--- config.mk ---
export PLATFORM = sky130hd
export DESIGN_NAME = y_to_strip_id
export DESIGN_NICKNAME = d
export VERILOG_FILES = /design/src/rtl/y_to_strip_id.sv
export SDC_FILE = /design/constraint.sdc
export NUM_CORES = 1
export LEC_CHECK = 0
export CORE_ASPECT_RATIO = 0.75
export CORE_MARGIN = 2
export CORE_UTILIZATION = 49
export DETAILED_ROUTE_END_ITERATION = 10
export PLACE_DENSITY = 0.7
export SLEW_MARGIN = 20
export SYNTH_ARGS = -nofsm -noshare
export SYNTH_HDL_FRONTEND = slang
export SYNTH_SLANG_ARGS = --single-unit
export TNS_END_PERCENT = 50
--- constraint.sdc ---
create_clock -name clk_i -period 6.8 [get_ports clk_i]
set_clock_uncertainty 0.1 [all_clocks]
set_input_delay 1.02 -clock clk_i [delete_from_list [all_inputs] [get_ports clk_i]]
set_output_delay 1.02 -clock clk_i [all_outputs]
set_load 0.02 [all_outputs]
--- src/rtl/y_to_strip_id.sv ---
// y_to_strip_id: 4-step binary search mapping row y to strip ID and offset within that strip.
// Optional Y2S_RANGE_CHECK_EN flags y >= 128 with err_o instead of folding it into strip 13.
module y_to_strip_id (
    input  logic       clk_i,
    input  logic       rst_i,
    input  logic [7:0] y_i,
    input  logic       in_valid_i,
    output logic       in_ready_o,
    output logic [3:0] strip_id_o,
    output logic [3:0] offset_o,
    output logic       err_o,
    output logic       out_valid_o,
    input  logic       out_ready_i
);
    typedef enum logic [1:0] {IDLE, SEARCH, DONE} state_t;
    state_t state, state_nxt;
    logic [7:0] y;
    logic [3:0] lo, hi, lo_nxt, hi_nxt, mid;
    logic [4:0] sum;
    logic [1:0] step;
    logic [7:0] diff;
    function automatic logic [7:0] start(input logic [3:0] k);
        if (k >= 4'd12)
            return {k, 4'b0000} - 8'd96;
        if (k[0])
            return {1'b0, k - 4'd1, 3'b000};
        return {1'b0, k, 3'b000} - (8'd9 - {5'b00000, k[3:1]});
    endfunction
    // sum is one bit wider so lo + hi + 1 cannot wrap before halving
    assign sum = {1'b0, lo} + {1'b0, hi} + 5'd1;
    assign mid = sum[4:1];
    assign diff = y - start(lo_nxt);
    assign in_ready_o = (state == IDLE) && !rst_i;
    assign out_valid_o = (state == DONE);
    always_comb begin
        lo_nxt = lo;
        hi_nxt = hi;
        if (lo != hi) begin
            if (start(mid) <= y)
                lo_nxt = mid;
            else
                hi_nxt = mid - 4'd1;
        end
    end
    always_comb begin
        state_nxt = state;
        case (state)
            IDLE:    state_nxt = in_valid_i ? SEARCH : IDLE;
            SEARCH:  state_nxt = (step == 2'd3) ? DONE : SEARCH;
            DONE:    state_nxt = out_ready_i ? IDLE : DONE;
            default: state_nxt = IDLE;
        endcase
    end
    always_ff @(posedge clk_i) begin
        if (rst_i) begin
            state      <= IDLE;
            y          <= 8'd0;
            lo         <= 4'd0;
            hi         <= 4'd0;
            step       <= 2'd0;
            strip_id_o <= 4'd0;
            offset_o   <= 4'd0;
        end else begin
            state <= state_nxt;
            if (state == IDLE && in_valid_i) begin
                y    <= y_i;
                lo   <= 4'd1;
                hi   <= 4'd13;
                step <= 2'd0;
            end
            if (state == SEARCH) begin
                lo   <= lo_nxt;
                hi   <= hi_nxt;
                step <= step + 2'd1;
                if (step == 2'd3) begin
`ifdef Y2S_RANGE_CHECK_EN
                    strip_id_o <= y[7] ? 4'd0 : lo_nxt;
                    offset_o   <= y[7] ? 4'd0 : diff[3:0];
`else
                    strip_id_o <= lo_nxt;
                    offset_o   <= diff[3:0];
`endif
                end
            end
        end
    end
`ifdef Y2S_RANGE_CHECK_EN
    always_ff @(posedge clk_i) begin
        if (rst_i)
            err_o <= 1'b0;
        else if (state == SEARCH && step == 2'd3)
            err_o <= y[7];
    end
`else
    assign err_o = 1'b0;
`endif
endmodule
==> results of run 1 <==
stage by stage:
stage,hold WS (ns),setup slack [ns],instances,area (um^2)
after detailed placement,0.344,0.561,330,2480
after global routing,0.386,0.0108,335,2550
after floorplan,0.336,1.08,257,2220
after CTS,0.357,0.526,334,2550
after global placement,0.340,0.704,330,2480
final,0.355,0.520,335,2550
metal layers:
layer | vias up | track usage
met4 | 0 | 0.0396
met2 | 49 | 0.324
met5 | - | 0
li1 | 927 | -
met3 | 4 | 0.0407
met1 | 855 | 0.285
worst max-delay path: cells and delay by family (launching register included):
kind	cells	cell delay, ns
compound gates	8	1.21
xor+xnor	3	0.51
fa+ha+maj	7	1.98
buf+inv	2	0.15
flops	1	0.38
mux	2	0.63
simple gates	9	1.20
layout make-up:
cell class	instances	share of cell area
clock buffer	3	0.0162
sequential	28	0.219
clock inverter	1	0.0118
timing repair buffer	27	0.0999
tap	57	0.0279
inverter	19	0.0328
multi-input combinational	200	0.592
worst min-delay path by stage:
stage / startpoint / end / slack, ns / depth (start not counted)
after global placement: strip_id_o[3] / strip_id_o[3] / 0.34 / 2
after detailed placement: strip_id_o[3] / strip_id_o[3] / 0.34 / 2
final: strip_id_o[3] / strip_id_o[3] / 0.36 / 2
after CTS: strip_id_o[3] / strip_id_o[3] / 0.36 / 2
after global routing: y[5] / y[5] / 0.39 / 2
after floorplan: y[3] / y[3] / 0.34 / 2
state kept, by name (all words and copies together) (netlist names):
signal and cells:
y 8, offset_o 4, step 2, lo 4
state 2, strip_id_o 4, hi 4
kinds of logic after synthesis:
| logic type | after synthesis |
|---|---|
| buffers and inverters | 29 |
| and+or+nand+nor | 95 |
| xor gates and xnor gates | 14 |
| muxes | 6 |
| other | 1 |
| adders and majority gates | 28 |
| DFF | 28 |
| AOI/OAI and AO/OA | 56 |
placed cells by master, fill, tap and decap left out, types with 2 or more instances in the layout:
master / n
o21ai_1: 2
inv_1: 16
nor3_1: 3
inv_2: 2
a211oi_1: 6
a21oi_1: 21
nor2_1: 27
xor2_1: 6
buf_4: 6
o21ai_0: 3
fa_1: 2
clkbuf_8: 3
nand2_1: 36
nand3_1: 4
nor2b_1: 2
nor4_2: 2
mux2i_1: 3
mux2_4: 2
nand2b_1: 5
and2_1: 2
ha_1: 26
dfxtp_1: 28
a31oi_1: 2
o31ai_1: 5
a21o_1: 3
xnor2_1: 6
nand4_1: 2
or2_1: 2
clkdlybuf4s50_1: 21
==> flow_summary.yaml, run 1 <==
critical_path:
  worstPathRequired_ns: 6.84
  setup.worst_path.start: "lo[0]"
  cp_max_fo: 7
  most_frequent_cell_on_critical_path: "ha_1"
  crit_path_end: "offset_o[3]"
  timing.rr.start: "lo[0]"
  regToRegSetupSlack_ns: 0.52
  cp.arrival_ns: 6.32
  setup.worst_path.end_class: "flop"
  worstRegToRegCells: 31
  critical_path.startpoint_type: "flop"
  worst_path_max_delay_cell: "fa_1"
  worst_path_largest_cell_delay_ns: 0.42
  worstSetupPathType: "flop to flop"
  r2r-end: "offset_o[3]"
sta:
  layout_min_cycle_time_ns: 6.28
  setup_viol_count_final: 0
  timing.fmax_mhz: 159
  layout_worst_path_cycle_share: 0.924
  timing_hold_violations_final: 0
  worst_slew_margin_rel: 0.545
  setup_total_negative_slack_ns: 0
  worst_pin_slew_ns: 0.682
  grt_setup_unrepaired: "no"
  final_max_slew_viol_count: 0
route:
  vias_per_cell: 5.48
  met3_length_um: 240
  wire_per_inst_um: 14.1
  drt_iter0_drc: 78
  length_of_the_first_detailed_routing_pass_in_iterations: 4
  drt_wl_total_um: 4730
  dr_drc_count: 0
  vias: 1835
  top_signal_layer_used: "met4"
  met1_wirelength_um: 2220
  met2_length_um: 2220
  detail-route-antenna-nets: 0
die:
  design.die.area_mm2: 0.00508
  initial_core_utilization: 0.502
  die_x_um: 81.7
  die_height_um: 62.2
  floorplan.rows: 21
  placeableCoreArea_mm2: 0.00441
  floorplan.io_pins: 23
logic_synthesis:
  post_synth_fa_ha_maj_area_fraction: 0.165
  synth_compound_area_frac: 0.195
  synthesis.yosys.warnings: 0
  synthTopCellsByCount: "nand2_1 (36), dfxtp_1 (28), nor2_1 (27)"
  synth_area_mm2: 0.00222
  post-synth-top-area-fraction: 0.253
  synth.mux.area_fraction: 0.0322
  synth_simple_gate_area_share: 0.221
  ys_top_cells_by_area: "dfxtp_1 (25%), ha_1 (15%), nand2_1 (6.1%), a21oi_1 (4.7%), nor2_1 (4.6%)"
  dominantRegCellSynth: "dfxtp_1"
  synth_nets: 297
  yosysSeqAreaShare: 0.253
  synth_edf_count: 0
  yosys.cell_count.top_type: "nand2_1"
  syn-instance-count: 257
  ys_ff_latch: 28
  post_synth_num_cell_types: 60
  synth-async-reset-ratio: 0
  mean_cell_area_of_the_mapped_netlist_um2: 8.62
  synthXorXnorAreaFrac: 0.0672
  dominant_combinational_cell_family_by_area_after_synthesis: "simple AND/OR/NAND/NOR gates"
  synth_largest_area_cell: "dfxtp_1"
clock_network:
  htreeDepth: 1
  ctsHoldBuffers: 0
  cts_root_buffer: "clkbuf_8"
  sinks_on_clock_net: 28
  max_buffers_root_to_sink: 2
  cts-buffers-inserted: 3
  cts_post_setup_buffers_inserted: 0
  tritoncts: "yes"
  clk_latency_ns: 0.28
  cts-resized-gates: 0
  path_clk_slew_ns: 0.10
global_routing:
  largest_net_degree_at_the_start_of_global_routing: 33
  first_pass_grt_wire_length_um: 8090
  gr-usage-all-layers: 0.203
  antenna_violations_before_repair: 0
  grt_remaining_overflow: 0
  first_global_vias: 1715
placed_design:
  dp.final_hpwl_um: 3750
  io_buffers: 21
  gpl.final_weighted_congestion: 0.864
cells_and_area:
  total_area_of_multi_input_combinational_cells_mm2: 0.00151
  filler_cell_count: 403
  antennaDiodeCount: 0
  finish.net_count: 319
  drive_gt1_frac: 0.112
  area_delta_synth_final_pct: 15.3
  final-seq-area_um2: 561
  layout.core_utilization: 0.579
worst_hold_path:
  timing.hold.worst.class: "flop to flop"
status:
  run_status: "finished clean"
flow_run:
  max_cap_viols: 0
Power of run 1 is not shown: default switching activity piles up to over one toggle a cycle in this logic, so the estimate is an artifact.
==> run 2: changes to the inputs <==
Settings changed: CORE_MARGIN 2 to 1, CTS_CLUSTER_DIAMETER from default to 80, MAX_ROUTING_LAYER from default to met4.
==> run 2 against run 1 <==
Non-clock buffer count increased by 3. Largest cell class unchanged. Clock-buffer cell count is 1 higher. Critical path type unchanged. Worst setup slack worse by 0.027 ns. Cell area up 0.15%. Cell count rose by 0.30%. Global-route usage rose by 2.7 points. Sequential share of layout area about the same. Fmax decreased by 0.42%. Critical path depth up 1.
==> flow_summary.yaml, run 2 (synthesized netlist as in run 1, its figures left out) <==
sta:
  timing_hold_violations_final: 0
  timing.fmax_mhz: 159
  layout_worst_path_cycle_share: 0.927
  hold_ws_ns: 0.358
  worst_slew_margin_rel: 0.536
  setup_viol_count_final: 0
  worst_pin_slew_ns: 0.695
  final_max_slew_viol_count: 0
  layout_min_cycle_time_ns: 6.31
critical_path:
  cp.arrival_ns: 6.35
  r2r-end: "offset_o[3]"
  worstPathRequired_ns: 6.84
  setup.worst_path.end_class: "flop"
  worst_path_max_delay_cell: "fa_1"
  worstRegToRegCells: 32
  most_frequent_cell_on_critical_path: "ha_1"
  worst_path_largest_cell_delay_ns: 0.43
  regToRegSetupSlack_ns: 0.49
  critical_path.startpoint_type: "flop"
  worstSetupPathType: "flop to flop"
  cp_max_fo: 6
  timing.rr.start: "lo[0]"
route:
  dr_drc_count: 0
  drt_wl_total_um: 4760
  vias: 1763
  vias_per_cell: 5.25
  drt_iter0_drc: 82
  wire_per_inst_um: 14.2
  detail-route-antenna-nets: 0
  length_of_the_first_detailed_routing_pass_in_iterations: 4
clock_network:
  cts-buffers-inserted: 3
  path_clk_slew_ns: 0.09
  sinks_on_clock_net: 28
  htreeDepth: 1
  tritoncts: "yes"
  cts_post_setup_buffers_inserted: 0
  max_buffers_root_to_sink: 2
  ctsHoldBuffers: 0
  cts-resized-gates: 0
  clk_latency_ns: 0.28
  cts_root_buffer: "clkbuf_8"
cells_and_area:
  final-seq-area_um2: 561
  finish.net_count: 322
  drive_gt1_frac: 0.121
  filler_cell_count: 382
  final_common_cell: "nand2_1"
  layout.cells.most_common_list: "nand2_1 (36), dfxtp_1 (28), nor2_1 (27)"
  area_delta_synth_final_pct: 15.5
  max_reg_flops: 8
  regMostFlops: "y"
  total_area_of_multi_input_combinational_cells_mm2: 0.00151
  antennaDiodeCount: 0
  stdcell_area_mm2: 0.00256
placed_design:
  dpl_cell_area_mm2: 0.00248
  io_buffers: 21
  gpl.final_weighted_congestion: 0.904
  dp.final_hpwl_um: 3680
global_routing:
  first_global_vias: 1662
  gr-usage-all-layers: 0.230
  antenna_violations_before_repair: 0
  first_pass_grt_wire_length_um: 8110
  grt_remaining_overflow: 0
  largest_net_degree_at_the_start_of_global_routing: 33
die:
  die_height_um: 60.2
  floorplan.io_pins: 23
  die_x_um: 79.7
  initial_core_utilization: 0.530
  placeableCoreArea_mm2: 0.00418
  floorplan.rows: 20
  design.die.area_mm2: 0.00480
worst_hold_path:
  whs_endpoint: "y[6]"
  timing.hold.worst.class: "flop to flop"
  min_from: "y[6]"
  whs_path_depth: 2
status:
  run_status: "finished clean"
flow_run:
  max_cap_viols: 0
## run 2: cell types whose count changed in the layout (fill, tap and decap cells not counted)
cell,delta
buf_4,+3
bufinv_16,-1
clkbuf_8,+1
## run 2: per-stage QoR
stage | utilization | setup TNS, ns | worst slack [ns] | std cells
after floorplan | - | 0 | 1.08 | 257
after global placement | 0.594 | 0 | 0.707 | 329
after detailed placement | 0.594 | 0 | 0.473 | 329
after CTS | 0.607 | 0 | 0.455 | 333
after global routing | 0.612 | -0.0231 | -0.0231 | 336
final | 0.612 | 0 | 0.493 | 336
## run 2: worst max path at each step
stage               start           to  slack (ns)  cells past startpoint
finish              lo[0]  offset_o[3]        0.49                     32
global route        lo[0]  offset_o[3]       -0.02                     32
CTS                 lo[0]  offset_o[3]        0.46                     32
detailed placement  lo[0]  offset_o[3]        0.47                     32
global placement    lo[0]  offset_o[3]        0.71                     32
floorplan           lo[0]  offset_o[3]        1.08                     33
## run 2: final cells by class
class	count	area share
sequential	28	0.219
timing repair buffer	30	0.109
tap	55	0.0269
clock buffer	4	0.0215
multi-input combinational	200	0.591
inverter	19	0.0328
## run 2: critical path: cells and delay by family (launching register included)
| kind | cells | cell delay (ns) |
|---|---|---|
| AO/OA/AOI/OAI | 7 | 0.95 |
| XOR/XNOR | 4 | 0.69 |
| adder cells (fa/ha/maj) | 7 | 2.01 |
| buffers and inverters | 2 | 0.15 |
| flip-flops | 1 | 0.39 |
| multiplexers | 2 | 0.60 |
| AND/OR/NAND/NOR | 10 | 1.27 |
## run 2: metal layers
layer  track usage  vias to the layer above  share of wire
li1              -                      928              -
met1         0.315                      783           0.50
met2         0.354                       48           0.45
met3        0.0412                        4          0.048
met4        0.0494                        0         0.0078
met5             -                        -              0
Power of run 2 is left out for the same reason.
